[config.mk]
export PLATFORM = sky130hd
export DESIGN_NAME = nvdla_csb_sequencer
export DESIGN_NICKNAME = d
export VERILOG_FILES = /design/src/rtl/nvdla_csb_sequencer_pkg.sv /design/src/rtl/nvdla_csb_sequencer_timer.sv /design/src/rtl/nvdla_csb_sequencer.sv
export SDC_FILE = /design/constraint.sdc
export NUM_CORES = 1
export LEC_CHECK = 0
export CAP_MARGIN = 30
export CORE_ASPECT_RATIO = 0.6
export CORE_MARGIN = 5
export CORE_UTILIZATION = 45
export DETAILED_ROUTE_END_ITERATION = 12
export GPL_TIMING_DRIVEN = 0
export PLACE_DENSITY_LB_ADDON = 0.05
export SETUP_SLACK_MARGIN = 0.05
export SLEW_MARGIN = 30
export SYNTH_ARGS = -nofsm -noshare
export SYNTH_HDL_FRONTEND = slang
export SYNTH_SLANG_ARGS = --single-unit
[constraint.sdc]
create_clock -name clk_i -period 3.7 [get_ports clk_i]
set_input_delay 0.37 -clock clk_i [delete_from_list [all_inputs] [get_ports clk_i]]
set_output_delay 0.37 -clock clk_i [all_outputs]
set_load 0.05 [all_outputs]
[src/rtl/nvdla_csb_sequencer_pkg.sv]
// Shared types for the NVDLA CSB command-list sequencer: command opcodes,
// the latched command record and the sequencer state encoding.
package nvdla_csb_sequencer_pkg;

   localparam int unsigned CSB_ADDR_W = 16;
   localparam int unsigned CSB_DATA_W = 32;

   typedef enum logic [1:0] {
      OP_WRITE     = 2'd0,
      OP_READ      = 2'd1,
      OP_POLL      = 2'd2,
      OP_WAIT_INTR = 2'd3
   } csb_seq_op_e;

   typedef struct packed {
      csb_seq_op_e             op;
      logic [CSB_ADDR_W-1:0]   addr;
      logic [CSB_DATA_W-1:0]   data;
      logic [CSB_DATA_W-1:0]   mask;
      logic                    last;
   } csb_seq_cmd_t;

   typedef enum logic [2:0] {
      ST_IDLE,
      ST_FETCH,
      ST_ISSUE,
      ST_WAIT_RSP,
      ST_POLL_GAP,
      ST_WAIT_INTR,
      ST_FINISH,
      ST_ERROR
   } csb_seq_state_e;

   // Retired-command counter sticks at its maximum instead of wrapping.
   function automatic logic [15:0] sat_inc16(input logic [15:0] v);
      return (v == 16'hFFFF) ? v : v + 16'd1;
   endfunction

endpackage

[src/rtl/nvdla_csb_sequencer_timer.sv]
// Loadable down-counter used for the poll re-read gap and the watchdog.
// Load wins over count; the counter holds at zero.
module nvdla_csb_seq_timer #(
   parameter int unsigned W = 8
) (
   input  logic         clk_i,
   input  logic         rst_i,
   input  logic         load_i,
   input  logic [W-1:0] load_val_i,
   input  logic         en_i,
   output logic [W-1:0] cnt_o
);

   always_ff @(posedge clk_i) begin
      if (rst_i) begin
         cnt_o <= '0;
      end else if (load_i) begin
         cnt_o <= load_val_i;
      end else if (en_i && (cnt_o != '0)) begin
         cnt_o <= cnt_o - W'(1);
      end
   end

endmodule

[src/rtl/nvdla_csb_sequencer.sv]
// NVDLA CSB command-list sequencer: fetches WRITE/READ/POLL/WAIT_INTR commands
// and drives them onto the CSB one at a time. Define NVDLA_CSB_SEQ_TIMEOUT_EN for the watchdog.
module nvdla_csb_sequencer
   import nvdla_csb_sequencer_pkg::*;
#(
   parameter int unsigned ADDR_W    = CSB_ADDR_W,
   parameter int unsigned DATA_W    = CSB_DATA_W,
   parameter int unsigned POLL_GAP  = 8,
   parameter int unsigned TIMEOUT_W = 20
) (
   input  logic              clk_i,
   input  logic              rst_i,
   input  logic              clear_i,
   input  logic              start_i,
   input  logic              cmd_valid_i,
   output logic              cmd_ready_o,
   input  logic [1:0]        cmd_op_i,
   input  logic [ADDR_W-1:0] cmd_addr_i,
   input  logic [DATA_W-1:0] cmd_data_i,
   input  logic [DATA_W-1:0] cmd_mask_i,
   input  logic              cmd_last_i,
   output logic              csb_valid_o,
   input  logic              csb_ready_i,
   output logic [ADDR_W-1:0] csb_addr_o,
   output logic [DATA_W-1:0] csb_wdat_o,
   output logic              csb_write_o,
   output logic              csb_nposted_o,
   input  logic              csb_rvalid_i,
   input  logic [DATA_W-1:0] csb_rdata_i,
   input  logic              csb_wr_complete_i,
   input  logic              intr_i,
   output logic              rd_valid_o,
   output logic [DATA_W-1:0] rd_data_o,
   output logic              busy_o,
   output logic              done_o,
   output logic              err_o,
   output logic [15:0]       cmd_cnt_o
);

   localparam int unsigned GAP_W = $clog2(POLL_GAP + 1);

   csb_seq_state_e    state_q, state_d;
   csb_seq_cmd_t      cmd_q;
   logic              srst;
   logic              retire;
   logic              rsp_hit;
   logic              poll_match;
   logic              unexpected;
   logic              tmo_fire;
   logic [GAP_W-1:0]  gap_cnt;
   logic [15:0]       cnt_q;
   logic              err_q;
   logic              rd_valid_q;
   logic [DATA_W-1:0] rd_data_q;

   assign srst = rst_i | clear_i;

   assign rsp_hit    = (cmd_q.op == OP_WRITE) ? csb_wr_complete_i : csb_rvalid_i;
   assign poll_match = ((csb_rdata_i ^ DATA_W'(cmd_q.data)) & DATA_W'(cmd_q.mask)) == '0;
   // Responses in WAIT_RSP are expected; in ERROR they belong to an abandoned request.
   assign unexpected = (csb_rvalid_i | csb_wr_complete_i) &&
                       !(state_q inside {ST_IDLE, ST_WAIT_RSP, ST_ERROR});

   nvdla_csb_seq_timer #(.W(GAP_W)) u_gap (
      .clk_i      (clk_i),
      .rst_i      (srst),
      .load_i     (state_q == ST_WAIT_RSP),
      .load_val_i (GAP_W'(POLL_GAP - 1)),
      .en_i       (state_q == ST_POLL_GAP),
      .cnt_o      (gap_cnt)
   );

`ifdef NVDLA_CSB_SEQ_TIMEOUT_EN
   logic                 tmo_run;
   logic [TIMEOUT_W-1:0] tmo_cnt;

   assign tmo_run = state_q inside {ST_ISSUE, ST_WAIT_RSP, ST_POLL_GAP, ST_WAIT_INTR};

   // Reloaded whenever no command is in flight, so every retire restarts it.
   nvdla_csb_seq_timer #(.W(TIMEOUT_W)) u_tmo (
      .clk_i      (clk_i),
      .rst_i      (srst),
      .load_i     (!tmo_run),
      .load_val_i ('1),
      .en_i       (tmo_run),
      .cnt_o      (tmo_cnt)
   );

   assign tmo_fire = tmo_run && (tmo_cnt == TIMEOUT_W'(1));
`else
   assign tmo_fire = 1'b0;
`endif

   always_comb begin
      state_d = state_q;
      retire  = 1'b0;
      unique case (state_q)
         ST_IDLE:      if (start_i) state_d = ST_FETCH;
         ST_FETCH: begin
            if (cmd_valid_i) begin
               state_d = (csb_seq_op_e'(cmd_op_i) == OP_WAIT_INTR) ? ST_WAIT_INTR : ST_ISSUE;
            end
         end
         ST_ISSUE: begin
            if (tmo_fire)         state_d = ST_ERROR;
            else if (csb_ready_i) state_d = ST_WAIT_RSP;
         end
         ST_WAIT_RSP: begin
            if (rsp_hit) begin
               if ((cmd_q.op == OP_POLL) && !poll_match) state_d = ST_POLL_GAP;
               else                                      retire  = 1'b1;
            end else if (tmo_fire) begin
               state_d = ST_ERROR;
            end
         end
         ST_POLL_GAP: begin
            if (tmo_fire)              state_d = ST_ERROR;
            else if (gap_cnt == '0)    state_d = ST_ISSUE;
         end
         ST_WAIT_INTR: begin
            if (intr_i)        retire  = 1'b1;
            else if (tmo_fire) state_d = ST_ERROR;
         end
         ST_FINISH:    state_d = ST_IDLE;
         ST_ERROR:     if (cmd_valid_i && cmd_last_i) state_d = ST_IDLE;
         default:      state_d = ST_IDLE;
      endcase
      if (retire) state_d = cmd_q.last ? ST_FINISH : ST_FETCH;
   end

   always_ff @(posedge clk_i) begin
      if (srst) begin
         state_q    <= ST_IDLE;
         cmd_q      <= '0;
         cnt_q      <= '0;
         err_q      <= 1'b0;
         rd_valid_q <= 1'b0;
         rd_data_q  <= '0;
      end else begin
         state_q    <= state_d;
         rd_valid_q <= 1'b0;
         if ((state_q == ST_FETCH) && cmd_valid_i) begin
            cmd_q.op   <= csb_seq_op_e'(cmd_op_i);
            cmd_q.addr <= CSB_ADDR_W'(cmd_addr_i);
            cmd_q.data <= CSB_DATA_W'(cmd_data_i);
            cmd_q.mask <= CSB_DATA_W'(cmd_mask_i);
            cmd_q.last <= cmd_last_i;
         end
         if ((state_q == ST_IDLE) && start_i) begin
            cnt_q <= '0;
            err_q <= 1'b0;
         end else if (retire) begin
            cnt_q <= sat_inc16(cnt_q);
         end
         if ((state_q == ST_WAIT_RSP) && csb_rvalid_i && (cmd_q.op == OP_READ)) begin
            rd_data_q  <= csb_rdata_i;
            rd_valid_q <= 1'b1;
         end
         if (unexpected || ((state_q != ST_ERROR) && (state_d == ST_ERROR))) begin
            err_q <= 1'b1;
         end
      end
   end

   assign cmd_ready_o   = (state_q == ST_FETCH) || (state_q == ST_ERROR);
   assign csb_valid_o   = (state_q == ST_ISSUE);
   assign csb_addr_o    = csb_valid_o ? ADDR_W'(cmd_q.addr) : '0;
   assign csb_wdat_o    = csb_valid_o ? DATA_W'(cmd_q.data) : '0;
   assign csb_write_o   = csb_valid_o && (cmd_q.op == OP_WRITE);
   assign csb_nposted_o = csb_write_o;
   assign rd_valid_o    = rd_valid_q;
   assign rd_data_o     = rd_data_q;
   assign busy_o        = (state_q != ST_IDLE);
   assign done_o        = (state_q == ST_FINISH);
   assign err_o         = err_q;
   assign cmd_cnt_o     = cnt_q;

endmodule
## Yosys cells after proc, flatten, opt, wreduce, memory -nomap -nowiden

Index checks and enable logic that the tools add are counted.

- $add $sub $neg: 2
- Equal/unequal tests: 13
- Mux-type cells: 23
- Bitwise gates (word level): 5
- Reductions and logical operators: 26

Operators by type and width:

| operator | number |
|---|---|
| 3-bit 2-to-1 mux | 12 |
| 32-bit bitwise AND | 1 |
| 32-bit zero test | 1 |
| 32-bit 2-to-1 mux | 1 |
| 32-bit XOR | 1 |
| 3-bit one-hot mux with 8 select lines | 1 |
| 16-bit by 1-bit adder with 16-bit output (second input constant) | 1 |
| 16-bit equality test (second input constant) | 1 |
| 16-bit 2-to-1 mux | 1 |
| 3-bit equality test (second input constant) | 5 |
| 1-bit logical AND | 10 |
| 1-bit 2-to-1 mux | 7 |
| 3-bit by 2-bit equality test with 1-bit output (second input constant) | 2 |
| 3-bit nonzero test | 2 |
| 2-bit equality test (second input constant) | 2 |
| 4-bit zero test | 1 |
| 2-bit nonzero test | 2 |
| 4-bit nonzero test | 1 |
| 2-bit OR reduction | 2 |
| 4-bit by 1-bit subtractor with 4-bit output (second input constant) | 1 |
| 3-bit by 1-bit equality test with 1-bit output (second input constant) | 1 |
| 3-bit zero test | 1 |
| 3-bit inequality test (second input constant) | 1 |
| 2-bit by 1-bit equality test with 1-bit output (second input constant) | 1 |
| 7 further kinds | 10 |

- Register bits: 140
- Input bits: 124
- Output and inout bits: 104
- Word-level logic and storage cells: 81

## Logic depth before layout (Yosys ltp)

Gate-level depths: netlist (run 1).

- Depth in word-level cells: 13
- Depth in mapped cells: 11
- Depth with buffers taken out: 7

## By module

Synthesis (run 1) repeated with hierarchy kept, for this count alone.

- Cell total of the unflattened synthesis: 802
- Area, all modules: 6228.5 sq um

By module, submodules not included:

| module | times used | cells each | area an instance (sq um) | seq. area each (sq um) |
|---|---|---|---|---|
| nvdla_csb_sequencer | 1 | 774 | 5987.0 | 2722.6 |
| nvdla_csb_seq_timer | 1 | 28 | 241.5 | 80.1 |

## Worst setup path after synthesis (run 1)

No wires, ideal clock.

- Kind: register -> output
- From: reg state_q[0]
- To: out csb_write_o
- Data arrival time: 2.369 ns
- Data required time: 3.330 ns
- Setup slack: 0.961 ns
- Cell stages (with the launch flop): 7
- Path buffers: 3
- Cells stage by stage: dfxtp_1 > clkbuf_1 > nor2b_1 > nor2b_1 > clkbuf_1 > and2_1 > buf_4

- Longest elaborated chain between the ends: 2

RTL lines:

| what | RTL line | RTL |
|---|---|---|
| start, declared | nvdla_csb_sequencer.sv:42 | `csb_seq_state_e state_q, state_d;` |
| start signal, assigned | nvdla_csb_sequencer.sv:140 | `state_q <= state_d;` |
| 3-bit by 2-bit equality test with 1-bit output | nvdla_csb_sequencer.sv:166 | `assign csb_valid_o = (state_q == ST_ISSUE);` |
| via csb_valid_o | nvdla_csb_sequencer.sv:22 | `output logic csb_valid_o,` |
| 1-bit logical AND | nvdla_csb_sequencer.sv:169 | `assign csb_write_o = csb_valid_o && (cmd_q.op == OP_WRITE);` |
| end, declared | nvdla_csb_sequencer.sv:26 | `output logic csb_write_o,` |

The timed path passes the listed nets, and every way through them passes these cells.

## Final worst setup path (run 1)

- From: reg state_q[0]
- To: out csb_write_o

- Longest elaborated chain between the ends: 2

RTL lines:

| what | RTL line |
|---|---|
| 3-bit by 2-bit equality test with 1-bit output | nvdla_csb_sequencer.sv:166 |
| 1-bit logical AND | nvdla_csb_sequencer.sv:169 |

No other way between the ends.

==> out/qor.yml, run 1 <==
run_status:
  status: "finished clean"
die:
  die_height_microns: 99.96
  initial_core_util_pct: 46.64
  rows: 32
  die_w_microns: 159.9
  core_area_sq_um: 13010
  ios: 228
  die_area_sq_um: 15990
routing:
  drc: 0
  wl_per_cell_microns: 17.89
  drtAntennaViolNets: 0
  wl_microns: 21770
  viasPerCell: 5.201
  num_vias: 6330
  first_pass_iters: 5
  drt_iter0_drc: 358
place:
  io_buffers: 227
  numPlacedInstances: 1184
  place.gp.congestion: 0.8958
  place_hpwl_microns: 16670
  dpl-instance-area_sq_um: 8559
sta:
  hold_violations: 0
  period_minus_slack_ns: 3.415
  fin_crit_sh_pct: 92.31
  max_freq_ghz: 0.2928
  rsz0062_at_grt: "no"
  fin_tns_setup_ns: 0
  worst_pin_slew_ns: 0.7334
  fin_skew_ns: 0.01040
  slew_headroom_pct: 51.11
  maxSlewViolCount: 0
  setup_viol: 0
clock_network:
  cts_made_buffers: 17
  cts_tree: "built"
  ctsHoldBuffers: 0
  cts.sinks: 140
  clk_latency_ns: 0.42
  clk_path_buf_depth: 2
  cts_root_buf: "clkbuf_16"
  clkTransAtPathRegs_ns: 0.06
  h-tree-depth: 4
grt:
  grt_max_degree: 17
  grt_pass1_wl_microns: 32890
  grt_pass1_vias: 5974
  globalRouteOverflowTotal: 0
  track_usage_pct: 26.38
  grt_antenna_before_repair: 1
synth:
  synth_cells: 787
  yosys-top-cells-area: "dfxtp_1 (46%), nand2_1 (15%), a21oi_1 (11%), and2_1 (5.3%), xor2_1 (4.9%)"
  avgSynthCellArea_sq_um: 7.712
  ys_seq_area_share_pct: 46.18
  synthDistinctLibCells: 48
  yosysWarnings: 0
  async_flop_share_pct: 0
  ys_seq_elements: 140
  yosysTopAreaCell: "dfxtp_1"
  synth_ff_type: "dfxtp_1"
  yosysTopAreaCellShare_pct: 46.18
  synth_edf_count: 0
  netlist_area_sq_um: 6070
  synth_fp_nets: 913
power_and_ir_drop:
  power_density_nw_per_um2: 386.8
  ir_worst_vdd_v: 0.0002981
  leakagePower_uw: 0.003154
worst_setup_path:
  critPathCaptureType: "output pin"
  arrival_ns: 3.05
  cp-start-kind: "flip-flop"
  worstPathRequired_ns: 3.33
  path_class: "reg2out"
  cp_max_fo: 10
worst_hold_path:
  hp-class: "reg2reg"
layout:
  nets: 1159
  instances_no_fill: 1217
  drive_above_1_share_pct: 4.398
  stdcell_area_sq_um: 9166
  fillers: 1062
  area_growth_pct: 51.02
flow_run:
  maxCapViolations: 0
==> flip-flops by register name, summed over array words and instances (netlist names) <==
register,cells
cmd_q,83
rd_data_o,32
cmd_cnt_o,16
u_gap.cnt_o,4
state_q,3
err_o,1
rd_valid_o,1
==> logic make-up after synthesis <==
kind of cell	Yosys count	share of synthesized area, %
AOI/OAI and AO/OA	181	16.70
xor gates and xnor gates	37	5.339
adders and majority gates	2	0.4122
buffers and inverters	57	3.917
DFF	140	46.18
muxes	4	0.6803
and+or+nand+nor	366	26.78
==> cell type report <==
type	count	area [sq um]	share of cell area (%)
Tap cell	170	212.7	2.321
Clock inverter	14	170.2	1.856
Multi-Input combinational cell	590	3037	33.13
Timing Repair Buffer	227	2272	24.79
Buffer	52	221.5	2.416
Antenna cell	1	2.502	0.02730
Sequential cell	140	2803	30.58
Clock buffer	18	429.2	4.682
Inverter	5	18.77	0.2048
==> synth_stat cells (2+ instances only) <==
| master | n |
|---|---|
| a211oi_1 | 2 |
| a21o_1 | 2 |
| a21oi_1 | 132 |
| a22oi_1 | 16 |
| and2_1 | 51 |
| and3_1 | 6 |
| buf_1 | 3 |
| buf_4 | 2 |
| buf_6 | 2 |
| clkbuf_1 | 44 |
| dfxtp_1 | 140 |
| ha_1 | 2 |
| inv_1 | 5 |
| mux2i_1 | 3 |
| nand2_1 | 243 |
| nand2b_1 | 3 |
| nand3_1 | 14 |
| nand4_1 | 5 |
| nor2_1 | 20 |
| nor2b_1 | 2 |
| nor3_1 | 3 |
| o211ai_1 | 3 |
| o21a_1 | 2 |
| o21ai_0 | 13 |
| o311ai_0 | 2 |
| or3_1 | 9 |
| or4_1 | 2 |
| xnor2_1 | 3 |
| xor2_1 | 34 |
==> placed cells by master, fill, tap and decap left out, drive strengths merged, types with 8 or more instances in the layout <==
master / instances
o21ai: 13
a22oi: 16
dfxtp: 140
clkbuf: 62
or3: 9
clkdlybuf4s50: 227
xor2: 34
nand3: 14
nor2: 20
nand2: 244
and2: 52
a21oi: 132
buf: 8
==> final timing paths <==
check	slack, ns	depth (start not counted)	from	end
hold / removal	0.45	2	cmd_q[75]$_SDFFE_PP0P_	cmd_q[75]$_SDFFE_PP0P_
setup reg to reg	1.16	7	state_q[2]$_SDFF_PP0_	cmd_q[31]$_SDFFE_PP0P_
setup / recovery	0.28	7	state_q[0]$_SDFF_PP0_	csb_write_o
hold reg to reg	0.45	2	cmd_q[75]$_SDFFE_PP0P_	cmd_q[75]$_SDFFE_PP0P_
==> through the flow <==
stage,setup WS (ns),hold slack (ns),util [%],power [uW]
3_3_place_gp,0.2973,0.4391,65.74,1840
4_1_cts,0.06714,0.4513,70.40,3549
3_5_place_dp,0.3129,0.4430,65.78,1839
2_1_floorplan,0.9608,0.4317,-,1647
5_1_grt,0.09132,0.4669,70.42,3633
6_report,0.2847,0.4505,70.44,3546
==> where the power goes <==
part	internal [uW]	total (uW)	switching [uW]
clock	1060	1730	674
combinational	151	288	137
sequential	1520	1520	6.46
==> metal layers <==
layer  part of all wire (%)  global-route usage, %
met1                     46                  37.33
met2                     41                  38.24
met3                     11                  9.602
met4                   0.93                  6.609
met5                  0.051                      0
==> worst max-delay path: stages (launching register included) <==
cell	delay, ns
dfxtp_1	0.33
clkbuf_1	0.21
nor2b_1	0.21
nor2b_2	0.44
clkbuf_2	0.34
and2_1	0.20
buf_4	0.11
clkdlybuf4s50_1	0.79
==> what timing repair did <==
action / in CTS / in global routing
setup endpoints to repair: 20 / 20
setup buffers: 0 / 0
pin swaps: 0 / 0
resized for setup: 1 / 4
Note: power is estimated with default switching activity, not from simulation.
==> run 2, diff against run 1 <==
--- a/config.mk
+++ b/config.mk
@@ -12,6 +12,7 @@
 export DETAILED_ROUTE_END_ITERATION = 12
 export GPL_TIMING_DRIVEN = 0
 export PLACE_DENSITY_LB_ADDON = 0.05
+export REMOVE_ABC_BUFFERS = 1
 export SETUP_SLACK_MARGIN = 0.05
 export SLEW_MARGIN = 30
 export SYNTH_ARGS = -nofsm -noshare
==> run 2 against run 1 <==
Compared with the run above: final cell count fell by 3.7%; power fell by 2.0%; core utilization fell by 0.48 points; flip-flop and latch count did not move; via count fell by 2.3%; first-iteration DRC count rose by 7.3%; register-to-register slack got worse by 0.08 ns; maximum frequency rose by 2.4%; die area did not move; sequential share of layout area rose by 0.21 points; design area fell by 0.68%; global-route usage fell by 2.2 points; critical path type unchanged; largest cell class unchanged.
==> out/qor.yml, run 2 (synthesized netlist as in run 1, its figures left out) <==
clock_network:
  clk_latency_ns: 0.41  # about the same
  post_cts_buffers: 0  # unchanged
  cts_root_buf: "clkbuf_16"
  h-tree-depth: 4  # unchanged
  cts_tree: "built"
  cts.sinks: 140  # unchanged
  cts_made_buffers: 17  # unchanged
  clk_path_buf_depth: 2  # unchanged
  cts_resized: 0  # -1
  clkTransAtPathRegs_ns: 0.06  # about the same
  ctsHoldBuffers: 0  # unchanged
worst_setup_path:
  cp-start-kind: "flip-flop"
  crit_path_max_incr_delay_ns: 0.82  # +0.03 ns
  r2r_cells: 7  # unchanged
  critPathCaptureType: "output pin"
  worstReg2RegStart: "state_q[0]$_SDFF_PP0_"
  path_class: "reg2out"
  worstPathRequired_ns: 3.33  # about the same
  slowest_stage: "clkdlybuf4s50_1"
  path_cells: "nor2b_1 -> nor2b_4 -> buf_16 -> and2_1 -> clkdlybuf4s50_1"
  cp_max_fo: 32  # +22
  r2r_setup_slack_ns: 1.08  # -0.08 ns
  arrival_ns: 2.97  # -0.08 ns
  regToRegEndpoint: "cmd_cnt_o[4]$_SDFFE_PP0P_"
worst_hold_path:
  hold_start: "cmd_q[71]$_SDFFE_PP0P_"
  hold_end: "cmd_q[71]$_SDFFE_PP0P_"
  hold_path_depth: 2  # unchanged
  hp-class: "reg2reg"
sta:
  maxSlewViolCount: 0  # unchanged
  worst_pin_slew_ns: 0.8436  # +0.1102 ns
  setup_viol: 0  # unchanged
  rsz0062_at_grt: "no"
  period_minus_slack_ns: 3.335  # -0.07995 ns
  max_freq_ghz: 0.2998  # +2.4%
  fin_skew_ns: 0.009329  # -0.001070 ns
  hold_violations: 0  # unchanged
  slew_headroom_pct: 43.76  # -7.3 points
  fin_ws_ns: 0.3646  # +0.07995 ns
  fin_crit_sh_pct: 90.15  # -2.2 points
die:
  rows: 32  # unchanged
  die_area_sq_um: 15990  # unchanged
  core_area_sq_um: 13010  # unchanged
  initial_core_util_pct: 46.64  # unchanged
  die_w_microns: 159.9  # unchanged
  ios: 228  # unchanged
  die_height_microns: 99.96  # unchanged
routing:
  wl_per_cell_microns: 16.80  # -6.1%
  drt_iter0_drc: 384  # +7.3%
  first_pass_iters: 6  # +1
  drtAntennaViolNets: 0  # unchanged
  viasPerCell: 5.279  # +1.5%
  drc: 0  # unchanged
  wl_microns: 19690  # -9.6%
  num_vias: 6187  # -2.3%
power_and_ir_drop:
  leakagePower_uw: 0.003128  # -0.83%
  power_density_nw_per_um2: 381.9  # -1.3%
  ir_worst_vdd_v: 0.0003433  # +15%
  power_uw: 3476  # -2.0%
grt:
  grt_pass1_wl_microns: 31380  # -4.6%
  globalRouteOverflowTotal: 0  # unchanged
  grt_antenna_before_repair: 0  # -1
  grt_pass1_vias: 6207  # +3.9%
  grt_max_degree: 50  # +33
  track_usage_pct: 24.14  # -2.2 points
layout:
  final_common_cell: "nand2_1"
  final_core_util_pct: 69.96  # -0.48 points
  area_growth_pct: 49.99
  num_antenna_cells: 0  # -1
  nets: 1116  # -3.7%
  instances_no_fill: 1172  # -3.7%
  largest_reg_flops: 83  # unchanged
  drive_above_1_share_pct: 4.990  # +0.59 points
  final_cell_mix: "nand2_1 (243), clkdlybuf4s50_1 (227), dfxtp_1 (140)"
  stdcell_area_sq_um: 9104  # -0.68%
  largest_register: "cmd_q"
  fillers: 1026  # -3.4%
place:
  place.gp.congestion: 0.8053  # -10%
  place_hpwl_microns: 14280  # -14%
  dpl-instance-area_sq_um: 8519  # -0.47%
  numPlacedInstances: 1141  # -3.6%
  io_buffers: 227  # unchanged
  post-place-ws_ns: 0.7921  # +0.4792 ns
run_status:
  status: "finished clean"
flow_run:
  maxCapViolations: 0  # unchanged
==> run 2: cell count changes in the layout (fill, tap and decap cells not counted), moves of 2 or more <==
| cell | delta |
|---|---|
| clkinv_2 | -3 |
| buf_12 | +4 |
| buf_1 | -3 |
| clkbuf_2 | -2 |
| clkbuf_1 | -42 |
==> run 2: final cells by class <==
class	count	area, sq um	area share, %
Clock buffer	19	442.9	4.865
Clock inverter	12	141.4	1.553
Inverter	5	18.77	0.2062
Multi-Input combinational cell	590	3072	33.74
Sequential cell	140	2803	30.79
Tap cell	170	212.7	2.336
Timing Repair Buffer	236	2414	26.51
==> run 2: metal layers <==
layer	vias to the layer above	share of wire [%]	GRT usage [%]
met2	246	46	38.93
li1	3023	-	-
met4	0	1.4	7.997
met3	22	8.4	8.166
met1	2896	45	30.73
met5	-	0	0
==> run 2: where the power goes <==
group          total, uW  leakage [uW]  internal [uW]  switching (uW)
Sequential          1530       0.00113           1520            8.71
Clock               1680      0.000268           1010             665
Combinational        272       0.00173            153             119
==> run 2: worst max-delay path by stage <==
stage	from	endpoint	slack, ns	depth (start not counted)
after floorplan	state_q[1]$_SDFF_PP0_	csb_nposted_o	0.02	3
after global placement	state_q[1]$_SDFF_PP0_	csb_valid_o	-1.08	3
after detailed placement	csb_rdata_i[26]	cmd_cnt_o[4]$_SDFFE_PP0P_	0.79	8
after CTS	state_q[1]$_SDFF_PP0_	csb_wdat_o[23]	0.36	5
after global routing	state_q[1]$_SDFF_PP0_	csb_wdat_o[18]	0.21	5
final	state_q[1]$_SDFF_PP0_	csb_wdat_o[18]	0.36	5
==> run 2: per-stage QoR <==
stage | hold WS (ns) | TNS (ns)
after detailed placement | 0.4439 | 0
after floorplan | 0.4317 | 0
after global routing | 0.4704 | 0
final | 0.4473 | 0
after global placement | 0.4364 | -130.33
after CTS | 0.4531 | 0
==> run 2: worst max-delay path, delay by kind of cell, from the launching register on <==
family | cells | cell delay (ns)
flops | 1 | 0.52
simple gates | 3 | 0.96
buf+inv | 2 | 1.06
==> run 3, diff against run 2 <==
--- a/config.mk
+++ b/config.mk
@@ -8,7 +8,7 @@
 export CAP_MARGIN = 30
 export CORE_ASPECT_RATIO = 0.6
 export CORE_MARGIN = 5
-export CORE_UTILIZATION = 45
+export CORE_UTILIZATION = 35
 export DETAILED_ROUTE_END_ITERATION = 12
 export GPL_TIMING_DRIVEN = 0
 export PLACE_DENSITY_LB_ADDON = 0.05
@@ -17,4 +17,5 @@
 export SLEW_MARGIN = 30
 export SYNTH_ARGS = -nofsm -noshare
 export SYNTH_HDL_FRONTEND = slang
+export SYNTH_HIERARCHICAL = 1
 export SYNTH_SLANG_ARGS = --single-unit
==> run 3 against run 2 <==
Compared with the run above: maximum frequency is 2.8% lower; critical endpoint is now csb_addr_o[4]; highest routed layer unchanged; synthesized cell count up 1.9%; largest power group unchanged; first-iteration DRC count is 2.9% lower.
==> out/qor.yml, run 3 <==
synth:
  yosysWarnings: 6  # +6
  synthDistinctLibCells: 53  # +10%
  synthAdderAreaFrac_pct: 0.4018  # -0.011 points
  ys_seq_elements: 140  # unchanged
  synth.most_common_cell: "nand2_1"
  synth_cells: 802  # +1.9%
  async_flop_share_pct: 0  # unchanged
  yosysTopAreaCell: "dfxtp_1"
  ys_seq_area_share_pct: 45.00  # -1.2 points
  synth_compound_area_share_pct: 16.77  # +0.076 points
  synth_top_family_by_area: "simple AND/OR/NAND/NOR gates"
  yosysTopAreaCellShare_pct: 45.00  # -1.2 points
  yosys-top-cells-area: "dfxtp_1 (45%), nand2_1 (15%), a21oi_1 (9.9%), and2_1 (5.0%), xor2_1 (4.5%)"
  synth_ff_type: "dfxtp_1"
  synthXorXnorAreaFrac_pct: 6.187  # +0.85 points
  synthSimpleGateAreaFrac_pct: 26.56  # -0.22 points
  synthMuxAreaShare_pct: 0.9642  # +0.28 points
  synth_edf_count: 0  # unchanged
  synth.top_cells.by_count: "nand2_1 (248), dfxtp_1 (140), a21oi_1 (123), and2_1 (50), clkbuf_1 (45)"
  netlist_area_sq_um: 6228  # +2.6%
  avgSynthCellArea_sq_um: 7.766  # +0.70%
power_and_ir_drop:
  ir_worst_vdd_v: 0.0002589  # -25%
  power_uw: 3406  # -2.0%
  power_density_nw_per_um2: 359.6  # -5.8%
  leakagePower_uw: 0.003269  # +4.5%
clock_network:
  clk_path_buf_depth: 2  # unchanged
  clkTransAtPathRegs_ns: 0.06  # about the same
  post_cts_buffers: 0  # unchanged
  ctsHoldBuffers: 0  # unchanged
  cts_root_buf: "clkbuf_16"
  cts_resized: 0  # unchanged
  cts.sinks: 140  # unchanged
  h-tree-depth: 4  # unchanged
  cts_made_buffers: 17  # unchanged
  clk_latency_ns: 0.41  # about the same
  cts_tree: "built"
layout:
  multiInputGateArea_sq_um: 3206  # +4.4%
  num_antenna_cells: 0  # unchanged
  nets: 1151  # +3.1%
  final_cell_mix: "nand2_1 (248), clkdlybuf4s50_1 (227), dfxtp_1 (140)"
  largest_register: "cmd_q"
  area_growth_pct: 52.07
  final_common_cell: "nand2_1"
  largest_reg_flops: 83  # unchanged
  fillers: 1697  # +65%
  drive_above_1_share_pct: 7.418  # +2.4 points
  seq_area_sq_um: 2803  # unchanged
sta:
  fin_ws_ns: 0.2672  # -0.09742 ns
  maxSlewViolCount: 0  # unchanged
  period_minus_slack_ns: 3.433  # +0.09742 ns
  hold_violations: 0  # unchanged
  rsz0062_at_grt: "no"
  worst_pin_slew_ns: 0.8463  # +0.002668 ns
  fin_skew_ns: 0.01004  # +0.0007089 ns
  setup_viol: 0  # unchanged
  slew_headroom_pct: 43.46  # -0.30 points
  max_freq_ghz: 0.2913  # -2.8%
  fin_crit_sh_pct: 92.78  # +2.6 points
die:
  die_w_microns: 182.2  # +14%
  core_area_sq_um: 17310  # +33%
  die_area_sq_um: 20650  # +29%
  die_height_microns: 113.3  # +13%
  ios: 228  # unchanged
  rows: 37  # +16%
  initial_core_util_pct: 35.97  # -11 points
place:
  place.gp.congestion: 0.7846  # -2.6%
  place_hpwl_microns: 15810  # +11%
  post-place-ws_ns: 0.5030  # -0.2891 ns
  io_buffers: 227  # unchanged
routing:
  drc: 0  # unchanged
  wl_per_cell_microns: 16.23  # -3.4%
  viasPerCell: 4.778  # -9.5%
  drt_iter0_drc: 373  # -2.9%
  wl_microns: 20640  # +4.9%
  first_pass_iters: 5  # -1
  drtAntennaViolNets: 0  # unchanged
  num_vias: 6077  # -1.8%
grt:
  track_usage_pct: 19.72  # -4.4 points
  grt_max_degree: 54  # +8.0%
  globalRouteOverflowTotal: 0  # unchanged
  grt_pass1_wl_microns: 32530  # +3.7%
  grt_antenna_before_repair: 0  # unchanged
  grt_pass1_vias: 5797  # -6.6%
worst_setup_path:
  cp-start-kind: "flip-flop"
  crit_path_max_incr_delay_ns: 0.81  # about the same
  cp.buffers_inverters: 4  # +2
  cp_max_fo: 12  # -63%
  worstPathRequired_ns: 3.33  # about the same
  cp_top_family: "buffers and inverters"
  path_class: "reg2out"
  arrival_ns: 3.06  # +0.09 ns
  cpMostUsedCell: "buf_4"
  slowest_stage: "clkdlybuf4s50_1"
  path_cells: "nor3b_2 -> buf_4 -> buf_4 -> buf_4 -> and2_1 -> clkdlybuf4s50_1"
  critPathCaptureType: "output pin"
flow_run:
  maxCapViolations: 0  # unchanged
run_status:
  status: "finished clean"
worst_hold_path:
  hp-class: "reg2reg"
-- run 3: worst register-to-register path, cell delays in order (launching register included) --
cell and delay [ns]:
dfxtp_1 0.33, xor2_1 0.17, a22oi_1 0.22, nand4_1 0.21
nor4_4 0.44, o21ai_2 0.29, a2111oi_4 0.56, a21oi_1 0.13
a31o_2 0.22
-- run 3: power breakdown --
group	total (uW)	internal, uW	switching (uW)
clock network	1610	906	700
logic	277	159	117
registers	1520	1520	7.85
total	3410	2580	825
-- run 3: area by class of cell --
class / instances / area share (%)
Clock buffer: 19 / 4.782
Clock inverter: 13 / 1.136
Inverter: 10 / 0.3963
Multi-Input combinational cell: 601 / 33.84
Sequential cell: 140 / 29.59
Tap cell: 234 / 3.091
Timing Repair Buffer: 255 / 27.16
-- run 3: logic make-up (layout without fill, tap and decap cells) --
group / count (synthesis) / in the layout
and+or+nand+nor: 373 / 373
DFF: 140 / 140
xor gates and xnor gates: 44 / 44
muxes: 6 / 6
AOI/OAI and AO/OA: 172 / 172
buffers and inverters: 63 / 297
other: 2 / 4
adders and majority gates: 2 / 2
-- run 3: metrics by stage --
step / utilization (%) / TNS, ns / hold WS [ns] / std cells / instance area [sq um]
final: 54.70 / 0 / 0.4498 / 1272 / 9472
after detailed placement: 51.47 / 0 / 0.4425 / 1240 / 8911
after global routing: 54.70 / 0 / 0.4650 / 1272 / 9472
after floorplan: - / -185.39 / 0.4317 / 751 / 6025
after CTS: 54.70 / 0 / 0.4522 / 1272 / 9472
after global placement: 49.61 / -711.02 / 0.4396 / 1212 / 8589
-- run 3: layer usage --
metal,part of all wire [%],track usage (%)
met4,0.43,4.048
met3,8.7,7.196
met5,0,0
met2,40,27.08
met1,51,29.37
-- run 3: path summary, 6_finish.rpt --
| check | start | end | slack (ns) | cells after the start |
|---|---|---|---|---|
| worst max-delay path | state_q[1]$_SDFF_PP0_ | csb_addr_o[4] | 0.27 | 6 |
| worst min-delay path | cmd_q[77]$_SDFFE_PP0P_ | cmd_q[77]$_SDFFE_PP0P_ | 0.45 | 2 |
| worst max register to register | cmd_q[44]$_SDFFE_PP0P_ | cmd_cnt_o[9]$_SDFFE_PP0P_ | 1.01 | 8 |
| worst min register to register | cmd_q[77]$_SDFFE_PP0P_ | cmd_q[77]$_SDFFE_PP0P_ | 0.45 | 2 |
